$ cat src/rtl/icache_pkg.sv
// Shared constants, state type and helpers for the instruction-cache refill path.
package icache_pkg;

    localparam int LINE_BYTES     = 64;
    localparam int WORD_BYTES     = 8;
    localparam int WORDS_PER_LINE = LINE_BYTES / WORD_BYTES;
    localparam int OFFSET_BITS    = $clog2(LINE_BYTES);
    localparam int INDEX_BITS     = 6;
    localparam int TAG_BITS       = 52;

    localparam logic [1:0] AXI_BURST_INCR = 2'b01;
    localparam logic [2:0] AXI_SIZE_8B    = 3'b011;
    localparam logic [1:0] AXI_RESP_OKAY  = 2'b00;

    typedef enum logic [1:0] {
        IDLE = 2'b00,
        ADDR = 2'b01,
        DATA = 2'b10,
        FILL = 2'b11
    } refill_state_t;

    // A beat poisons the line if the slave reports an error, answers with a
    // foreign ID, ends the burst early, or keeps sending after the last slot.
    function automatic logic beat_fault(
        input logic [1:0] resp,
        input logic       id_nonzero,
        input logic       last,
        input logic       at_last_slot,
        input logic       overrun
    );
        return (resp != AXI_RESP_OKAY) || id_nonzero || (last && !at_last_slot) || overrun;
    endfunction

endpackage

$ cat src/rtl/icache_line_buffer.sv
// Eight-slot beat assembly buffer plus the saturating beat counter.
module icache_line_buffer
    import icache_pkg::*;
#(
    parameter int DATA_WIDTH = 64,
    parameter int WORDS      = WORDS_PER_LINE,
    parameter int CNT_W      = $clog2(WORDS)
) (
    input  logic                        clk,
    input  logic                        reset,
    input  logic                        clear,
    input  logic                        wr_en,
    input  logic [DATA_WIDTH-1:0]       wr_data,
    output logic [WORDS*DATA_WIDTH-1:0] line_next,
    output logic [CNT_W-1:0]            beat_cnt,
    output logic                        last_slot_done
);

    localparam logic [CNT_W-1:0] CNT_MAX = CNT_W'(WORDS - 1);

    logic [WORDS-1:0][DATA_WIDTH-1:0] slots_r;
    logic [WORDS-1:0][DATA_WIDTH-1:0] slots_next_s;
    logic [CNT_W-1:0]                 beat_cnt_r;
    logic                             last_done_r;

    // Merge the incoming beat into its slot so the owner can snapshot the finished line on the last beat.
    always_comb begin
        slots_next_s = slots_r;
        if (wr_en) begin
            slots_next_s[beat_cnt_r] = wr_data;
        end else begin
            slots_next_s = slots_r;
        end
    end

    // Slot storage; contents survive a new miss so early-terminated bursts keep stale upper slots.
    always_ff @(posedge clk) begin
        if (reset) begin
            slots_r <= {(WORDS*DATA_WIDTH){1'b0}};
        end else begin
            slots_r <= slots_next_s;
        end
    end

    // Beat counter saturates on the last slot; a flag remembers that the last slot has been written.
    always_ff @(posedge clk) begin
        if (reset) begin
            beat_cnt_r  <= {CNT_W{1'b0}};
            last_done_r <= 1'b0;
        end else if (clear) begin
            beat_cnt_r  <= {CNT_W{1'b0}};
            last_done_r <= 1'b0;
        end else if (wr_en) begin
            if (beat_cnt_r != CNT_MAX) begin
                beat_cnt_r <= beat_cnt_r + CNT_W'(1);
            end else begin
                beat_cnt_r <= beat_cnt_r;
            end
            last_done_r <= last_done_r | (beat_cnt_r == CNT_MAX);
        end else begin
            beat_cnt_r  <= beat_cnt_r;
            last_done_r <= last_done_r;
        end
    end

    assign line_next      = slots_next_s;
    assign beat_cnt       = beat_cnt_r;
    assign last_slot_done = last_done_r;

endmodule

$ cat src/rtl/icache_refill.sv
// I-cache miss refill engine: one 8-beat AXI4 INCR read per miss, one-cycle fill write.
module icache_refill
    import icache_pkg::*;
#(
    parameter int ID_WIDTH   = 13,
    parameter int ADDR_WIDTH = 64,
    parameter int DATA_WIDTH = 64
) (
    input  logic                                 clk,
    input  logic                                 reset,
    input  logic                                 miss_valid,
    input  logic [ADDR_WIDTH-1:0]                miss_addr,
    output logic                                 miss_ready,
    output logic [ID_WIDTH-1:0]                  m_axi_arid,
    output logic [ADDR_WIDTH-1:0]                m_axi_araddr,
    output logic [7:0]                           m_axi_arlen,
    output logic [2:0]                           m_axi_arsize,
    output logic [1:0]                           m_axi_arburst,
    output logic                                 m_axi_arvalid,
    input  logic                                 m_axi_arready,
    input  logic [ID_WIDTH-1:0]                  m_axi_rid,
    input  logic [DATA_WIDTH-1:0]                m_axi_rdata,
    input  logic [1:0]                           m_axi_rresp,
    input  logic                                 m_axi_rlast,
    input  logic                                 m_axi_rvalid,
    output logic                                 m_axi_rready,
    output logic                                 fill_valid,
    output logic [INDEX_BITS-1:0]                fill_index,
    output logic [TAG_BITS-1:0]                  fill_tag,
    output logic [WORDS_PER_LINE*DATA_WIDTH-1:0] fill_line,
    output logic                                 fill_error
);

    localparam int LINE_WIDTH = WORDS_PER_LINE * DATA_WIDTH;
    localparam int CNT_W      = $clog2(WORDS_PER_LINE);
    localparam logic [CNT_W-1:0] CNT_MAX = CNT_W'(WORDS_PER_LINE - 1);
    localparam logic [ADDR_WIDTH-1:0] OFFSET_MASK =
        {{(ADDR_WIDTH-OFFSET_BITS){1'b0}}, {OFFSET_BITS{1'b1}}};

    refill_state_t           state_r;
    refill_state_t           state_next_s;
    logic [ADDR_WIDTH-1:0]   addr_r;
    logic                    error_r;
    logic                    miss_ready_r;
    logic                    arvalid_r;
    logic                    rready_r;
    logic                    fill_valid_r;
    logic [LINE_WIDTH-1:0]   fill_line_r;
    logic                    accept_s;
    logic                    r_hs_s;
    logic [LINE_WIDTH-1:0]   line_next_s;
    logic [CNT_W-1:0]        beat_cnt_s;
    logic                    last_slot_done_s;

    assign accept_s = (state_r == IDLE) && miss_valid;
    assign r_hs_s   = (state_r == DATA) && m_axi_rvalid;

    icache_line_buffer #(
        .DATA_WIDTH (DATA_WIDTH),
        .WORDS      (WORDS_PER_LINE),
        .CNT_W      (CNT_W)
    ) u_line_buffer (
        .clk            (clk),
        .reset          (reset),
        .clear          (accept_s),
        .wr_en          (r_hs_s),
        .wr_data        (m_axi_rdata),
        .line_next      (line_next_s),
        .beat_cnt       (beat_cnt_s),
        .last_slot_done (last_slot_done_s)
    );

    // Next-state decode; the beat carrying rlast always ends the burst.
    always_comb begin
        state_next_s = state_r;
        case (state_r)
            IDLE: begin
                if (miss_valid) state_next_s = ADDR;
                else            state_next_s = IDLE;
            end
            ADDR: begin
                if (m_axi_arready) state_next_s = DATA;
                else               state_next_s = ADDR;
            end
            DATA: begin
                if (m_axi_rvalid && m_axi_rlast) state_next_s = FILL;
                else                             state_next_s = DATA;
            end
            FILL:    state_next_s = IDLE;
            default: state_next_s = IDLE;
        endcase
    end

    // FSM state register.
    always_ff @(posedge clk) begin
        if (reset) begin
            state_r <= IDLE;
        end else begin
            state_r <= state_next_s;
        end
    end

    // Handshake strobes are flops loaded from the next state, so each one tracks the current state exactly.
    always_ff @(posedge clk) begin
        if (reset) begin
            miss_ready_r <= 1'b1;
            arvalid_r    <= 1'b0;
            rready_r     <= 1'b0;
            fill_valid_r <= 1'b0;
        end else begin
            miss_ready_r <= (state_next_s == IDLE);
            arvalid_r    <= (state_next_s == ADDR);
            rready_r     <= (state_next_s == DATA);
            fill_valid_r <= (state_next_s == FILL);
        end
    end

    // Latch the line-aligned request address and accumulate the sticky fault flag across beats.
    always_ff @(posedge clk) begin
        if (reset) begin
            addr_r  <= {ADDR_WIDTH{1'b0}};
            error_r <= 1'b0;
        end else if (accept_s) begin
            addr_r  <= miss_addr & ~OFFSET_MASK;
            error_r <= 1'b0;
        end else if (r_hs_s) begin
            addr_r  <= addr_r;
            error_r <= error_r | beat_fault(m_axi_rresp,
                                            (m_axi_rid != {ID_WIDTH{1'b0}}),
                                            m_axi_rlast,
                                            (beat_cnt_s == CNT_MAX),
                                            last_slot_done_s);
        end else begin
            addr_r  <= addr_r;
            error_r <= error_r;
        end
    end

    // Snapshot the completed line on the final beat so fill_line only changes when a fill is presented.
    always_ff @(posedge clk) begin
        if (reset) begin
            fill_line_r <= {LINE_WIDTH{1'b0}};
        end else if (r_hs_s && m_axi_rlast) begin
            fill_line_r <= line_next_s;
        end else begin
            fill_line_r <= fill_line_r;
        end
    end

    assign miss_ready    = miss_ready_r;
    assign m_axi_arid    = {ID_WIDTH{1'b0}};
    assign m_axi_araddr  = addr_r;
    assign m_axi_arlen   = 8'd7;
    assign m_axi_arsize  = AXI_SIZE_8B;
    assign m_axi_arburst = AXI_BURST_INCR;
    assign m_axi_arvalid = arvalid_r;
    assign m_axi_rready  = rready_r;
    assign fill_valid    = fill_valid_r;
    assign fill_index    = addr_r[OFFSET_BITS +: INDEX_BITS];
    assign fill_tag      = addr_r[OFFSET_BITS+INDEX_BITS +: TAG_BITS];
    assign fill_line     = fill_line_r;
    assign fill_error    = error_r;

endmodule

$ cat config.mk
export PLATFORM = sky130hd
export DESIGN_NAME = icache_refill
export DESIGN_NICKNAME = d
export VERILOG_FILES = /design/src/rtl/icache_pkg.sv /design/src/rtl/icache_line_buffer.sv /design/src/rtl/icache_refill.sv
export SDC_FILE = /design/constraint.sdc
export NUM_CORES = 2
export LEC_CHECK = 0
export ABC_AREA = 1
export CAP_MARGIN = 10
export CORE_MARGIN = 4
export CORE_UTILIZATION = 35
export CTS_BUF_LIST = sky130_fd_sc_hd__clkbuf_4
export DETAILED_ROUTE_END_ITERATION = 8
export GPL_ROUTABILITY_DRIVEN = 0
export SYNTH_ARGS = -nofsm -noshare
export SYNTH_HDL_FRONTEND = slang
export SYNTH_HIERARCHICAL = 1
export SYNTH_SLANG_ARGS = --single-unit
$ cat constraint.sdc
create_clock -name clk -period 1.8 [get_ports clk]
set_input_delay 0.27 -clock clk [delete_from_list [all_inputs] [get_ports clk]]
set_output_delay 0.27 -clock clk [all_outputs]
set_load 0.05 [all_outputs]
Yosys cells after proc, flatten, opt, wreduce, memory -nomap -nowiden
Index checks and enable logic that the tools add are counted.
{"block": "totals", "regBits": 1093, "in_bits": 149, "output_inout_bits": 665, "word_cells": 55}
{"block": "classes", "addsub": 1, "n_lt_le_gt_ge": 2, "eq_ne": 8, "mux": 8, "bitwise": 2, "n_reduce_logical": 16}
{"cell": "bitwise mux 512 bit", "count": 1}
{"cell": "2-to-1 mux 512 bit", "count": 1}
{"cell": "demux 64 bit (select 3 bit)", "count": 1}
{"cell": "2-to-1 mux 64 bit", "count": 1}
{"cell": "nonzero test 13 bit", "count": 1}
{"cell": "== test 2 bit (second input constant)", "count": 4}
{"cell": "case mux 2 bit (4 select lines)", "count": 1}
{"cell": "logical AND 1 bit", "count": 6}
{"cell": "== test 2 x 1 -> 1 bit (second input constant)", "count": 2}
{"cell": "zero test 2 bit", "count": 2}
{"cell": "< comparator 3 x 4 -> 1 bit (second input constant)", "count": 1}
{"cell": "adder 3 x 1 -> 3 bit (second input constant)", "count": 1}
{"cell": "== test 3 bit (second input constant)", "count": 1}
{"cell": ">= comparator 3 x 1 -> 1 bit (second input constant)", "count": 1}
{"cell": "logical OR 1 bit", "count": 3}
{"cell": "!= test 3 bit (second input constant)", "count": 1}
{"cell": "2-to-1 mux 1 bit", "count": 2}
{"cell": "2-to-1 mux 2 bit", "count": 1}
{"cell": "bitwise OR 1 bit", "count": 2}
{"cell": "AND reduction 2 bit", "count": 1}
{"cell": "nonzero test 2 bit", "count": 1}
{"cell": "OR reduction 2 bit", "count": 1}
{"cell": "zero test 1 bit", "count": 1}

Depth between registers and ports, before layout
{"block": "logic_depth", "ltp_word": 6, "depth_mapped": 12, "ltp_nobuf": 11}

By module
The synthesis kept the hierarchy.
{"mod": "icache_line_buffer", "instances": 1, "cells_each": 3879, "area_each_um2": 23508.8, "seq_area_each_um2": 10329.9}
{"mod": "icache_refill", "instances": 1, "cells_each": 2610, "area_each_um2": 20537.2, "seq_area_each_um2": 11551.1}

Worst setup path after synthesis
No wires, ideal clock.
{"block": "synth_path", "path_kind": "register -> register", "from": "register state_r[0]", "to": "register fill_line_r[88] (netlist: fill_line[88])", "setup_ps": 116, "arrival_ps": 1527, "required_ps": 1684, "slack_ps": 157, "path_stages_with_launch": 13, "path_buffers": 2, "synth_period_minus_slack_ps": 1643, "path_cell_list": "dfxtp_1 inv_1 nand2_2 nor2_4 nand2_1 clkinv_1 buf_4 buf_6 nand3_1 nand2_1 inv_1 o21ai_0 nor2_1"}
{"block": "synth_between", "elab_chain_len": 3, "elab_cells_between_ends": 4, "cone_classes": "1 x eq/ne; 1 x mux; 2 x reduce/logical"}
{"element": "start, declared", "line_no": "icache_refill.sv:40", "rtl": "refill_state_t state_r;"}
{"element": "start signal, assigned", "line_no": "icache_refill.sv:99", "rtl": "state_r <= state_next_s;"}
{"element": "== test 2 bit", "line_no": "icache_refill.sv:56", "rtl": "assign r_hs_s = (state_r == DATA) && m_axi_rvalid;"}
{"element": "logical AND 1 bit", "line_no": "icache_refill.sv:56"}
{"element": "named net r_hs_s", "line_no": "icache_refill.sv:50", "rtl": "logic r_hs_s;"}
{"element": "2-to-1 mux 512 bit", "line_no": "icache_line_buffer.sv:29", "rtl": "if (wr_en) begin"}
{"element": "named net line_next_s[88]", "line_no": "icache_refill.sv:51", "rtl": "logic [LINE_WIDTH-1:0] line_next_s;"}
{"element": "end signal, assigned", "line_no": "icache_refill.sv:142", "rtl": "fill_line_r <= {LINE_WIDTH{1'b0}};"}
{"element": "end signal, assigned", "line_no": "icache_refill.sv:144", "rtl": "fill_line_r <= line_next_s;"}
{"element": "end signal, assigned", "line_no": "icache_refill.sv:146", "rtl": "fill_line_r <= fill_line_r;"}
{"element": "end, declared", "line_no": "icache_refill.sv:48", "rtl": "logic [LINE_WIDTH-1:0] fill_line_r;"}
The timed path passes the listed nets, and every way through them passes these cells.
A chain may end at the register's enable or synchronous reset.

Worst setup path after layout
{"block": "layout_path", "from": "register fill_line_r[277] (netlist: fill_line[277])", "to": "output port fill_line[277]"}
{"element": "end, declared", "line_no": "icache_refill.sv:30", "rtl": "output logic [WORDS_PER_LINE*DATA_WIDTH-1:0] fill_line,"}
No word-level cell between the ends.

==> flow_metrics.tcl <==
set metrics [dict create \
    path_clk_slew_ns 0.07 \
    hold_viol 0 \
    critPathKind "reg2out" \
    ioPinCount 814 \
    yosysSeqAreaShare 0.4968 \
    cp_slowest_stage_delay_ns 0.38 \
    cpMaxStageDelayCell "dfxtp_4" \
    rsz0062_at_grt "true" \
    yosys.area.top_type "dfxtp_1" \
    dieArea_um2 131600 \
    path_cells "buf_8" \
    n_fill_cell 11210 \
    area_delta_synth_final_pct 57.98 \
    total_power_uw 54310 \
    cts_root_buf "clkbuf_4" \
    drc 0 \
    syn_area_um2 44050 \
    end_kind "primary output" \
    multi_input_area_um2 16620 \
    worstSkewPairLatency_ns 1.33 \
    routedWlPerCell_um 18.43 \
    drv_slew 0 \
    cp_top_family "flip-flops" \
    grt_pass1_vias 43380 \
    clk_path_buf_depth 4 \
    powerDensity_nw_per_um2 780.5 \
    grt_start_max_net_pins 110 \
    fin_crit_ns 2.135 \
    synth_top_flop_cell "dfxtp_1" \
    viasPerCell 4.614 \
    setup_ws_ns -0.3352 \
    core.rowCount 129 \
    cts_made_buffers 311 \
    dr.pass1.iters 7 \
    register_area_um2 23030 \
    hp-class "in2reg" \
    p_leak_uw 0.03494 \
    ys_types 23 \
    synth_area_leaders "dfxtp_1 (50%), nor2_1 (14%), nand2_1 (11%)" \
    cts_tree "done" \
    drt-initial-drc-count 3249 \
    arrival_ns 1.87 \
    grt_pass1_wl_mm 258.2 \
    avgSynthCellArea_um2 6.788 \
    nets 8067 \
    required_ns 1.53 \
    layout_common_cells "nor2_1 (1,664), nand2_1 (1,168), inv_1 (1,051)" \
    peakVddDrop_mv 0.6391 \
    status "finished with violations" \
    ant_nets 0 \
    via_count 44910 \
    dieHeight_um 362.7 \
    path_buf_inv 1 \
    drv_cap 0 \
    timing.final.crit_share 1.186 \
    drt-total-wl_mm 179.4 \
    drive_gt1_frac 0.3205 \
    start_util 0.3544 \
    path_max_fanout 2 \
    place.detailed.hpwl_mm 111.3 \
    overflow 0 \
    final_common_cell "nor2_1" \
    critPathLaunchType "flop" \
    die_w_um 362.7 \
    synth_edf_count 0 \
    ys_seq_elements 1093 \
    clkSinkCount 1093 \
    max_freq_mhz 468.3 \
    synthCells 6489 \
    max-slew-margin-rel 0.5531 \
    setup_violations 1486 \
    synth_top_area_share 0.4968 \
    antenna_found_initial 4 \
    cts_max_level 5 \
    tightest_slew_ns 0.6703 \
    core_um2 124300 \
    io_buffers 775 \
    grtUsageTotal 0.2535 \
    synthArstFlopShare 0 \
    violations "negative setup slack" \
    fin_skew_ns 0.1275 \
    pre_cts_slack_ns -0.7520 \
    setup_tns_ns -270.52 \
    yosysWarnings 6 \
]
synth_stat cells, types with 2 or more instances:
master / instances
inv_1: 1102
o21ai_1: 78
nor2_2: 4
buf_6: 17
ha_1: 2
buf_4: 137
nand3_1: 258
o21ai_0: 498
nor2_4: 2
a21oi_1: 4
clkinv_1: 2
nand2_1: 1301
buf_2: 121
dfxtp_1: 1093
clkbuf_1: 187
nor2_1: 1670
conb_1: 2
nand2_2: 6
cells by family (layout without fill, tap and decap cells):
kind of cell,count (synthesis),count (layout),share of synthesized area
flip-flops,1093,1093,0.4968
AND/OR/NAND/NOR,3242,3242,0.2846
AO/OA/AOI/OAI,581,581,0.06607
other,2,38,0.0001705
buffers and inverters,1569,3140,0.1518
adder cells (fa/ha/maj),2,2,0.0005680
path summary, 6_finish.rpt:
check	from	slack, ns	cells past startpoint	end
setup / recovery	fill_line[277]	-0.34	1	fill_line[277]
hold / removal	m_axi_rid[12]	0.17	7	fill_error
setup reg to reg	state_r[1]	-0.29	14	fill_line[459]
hold reg to reg	fill_error	0.47	2	fill_error
flip-flops by register name, summed over array words and instances, names as in the netlist, 2 cells and up:
signal                  flops
fill_line                 512
state_r                     2
u_line_buffer/slots_r     512
m_axi_araddr               58
u_line_buffer/beat_cnt      3
layout make-up:
type | count | area share
sequential | 1093 | 0.3310
timing repair buffer | 1547 | 0.2886
multi-input combinational | 3857 | 0.2389
inverter | 1106 | 0.06033
clock buffer | 444 | 0.04790
tap | 1637 | 0.02944
clock inverter | 43 | 0.003560
antenna | 6 | 0.0002158
timing repair:
action                     in CTS  in global routing
setup buffers                  36                 42
hold endpoints to repair     1093                  0
pin swaps                      25                160
gates resized for setup      4151                460
cloned                         17                 29
setup endpoints to repair    1464               1656
hold buffers                  130                  0
layer usage:
metal,track usage,routed length (µm),up-vias
li1,-,-,22030
met5,0,0,-
met1,0.3074,73370,20860
met4,0.09483,5912,0
met3,0.05902,12640,325
met2,0.4375,87430,1701
worst register-to-register path, cell delays in order, from the launching register on:
cell	delay, ns
dfxtp_1	0.34
nand2_2	0.08
nor2_4	0.20
buf_6	0.16
nand2_4	0.07
buf_6	0.14
nor2_4	0.11
buf_8	0.15
buf_12	0.16
buf_4	0.14
nand2_2	0.04
nand2_2	0.07
inv_1	0.05
o21ai_2	0.17
nor2_1	0.06
where the power goes:
| group | switching [µW] | internal (µW) |
|---|---|---|
| clock network | 10400 | 11600 |
| logic | 4340 | 2900 |
| registers | 511 | 24500 |
through the flow:
stage | util | cells | hold WS (ns) | area, µm²
3_5_place_dp | 0.4550 | 8992 | 0.4443 | 56550
6_report | 0.5599 | 9733 | 0.1716 | 69580
4_1_cts | 0.5436 | 9661 | 0.001086 | 67550
5_1_grt | 0.5598 | 9731 | 0.1027 | 69580
3_3_place_gp | 0.4550 | 8992 | 0.4421 | 56550
2_1_floorplan | - | 6519 | 0.3424 | 44160
Note: power is estimated with default switching activity, not from simulation.
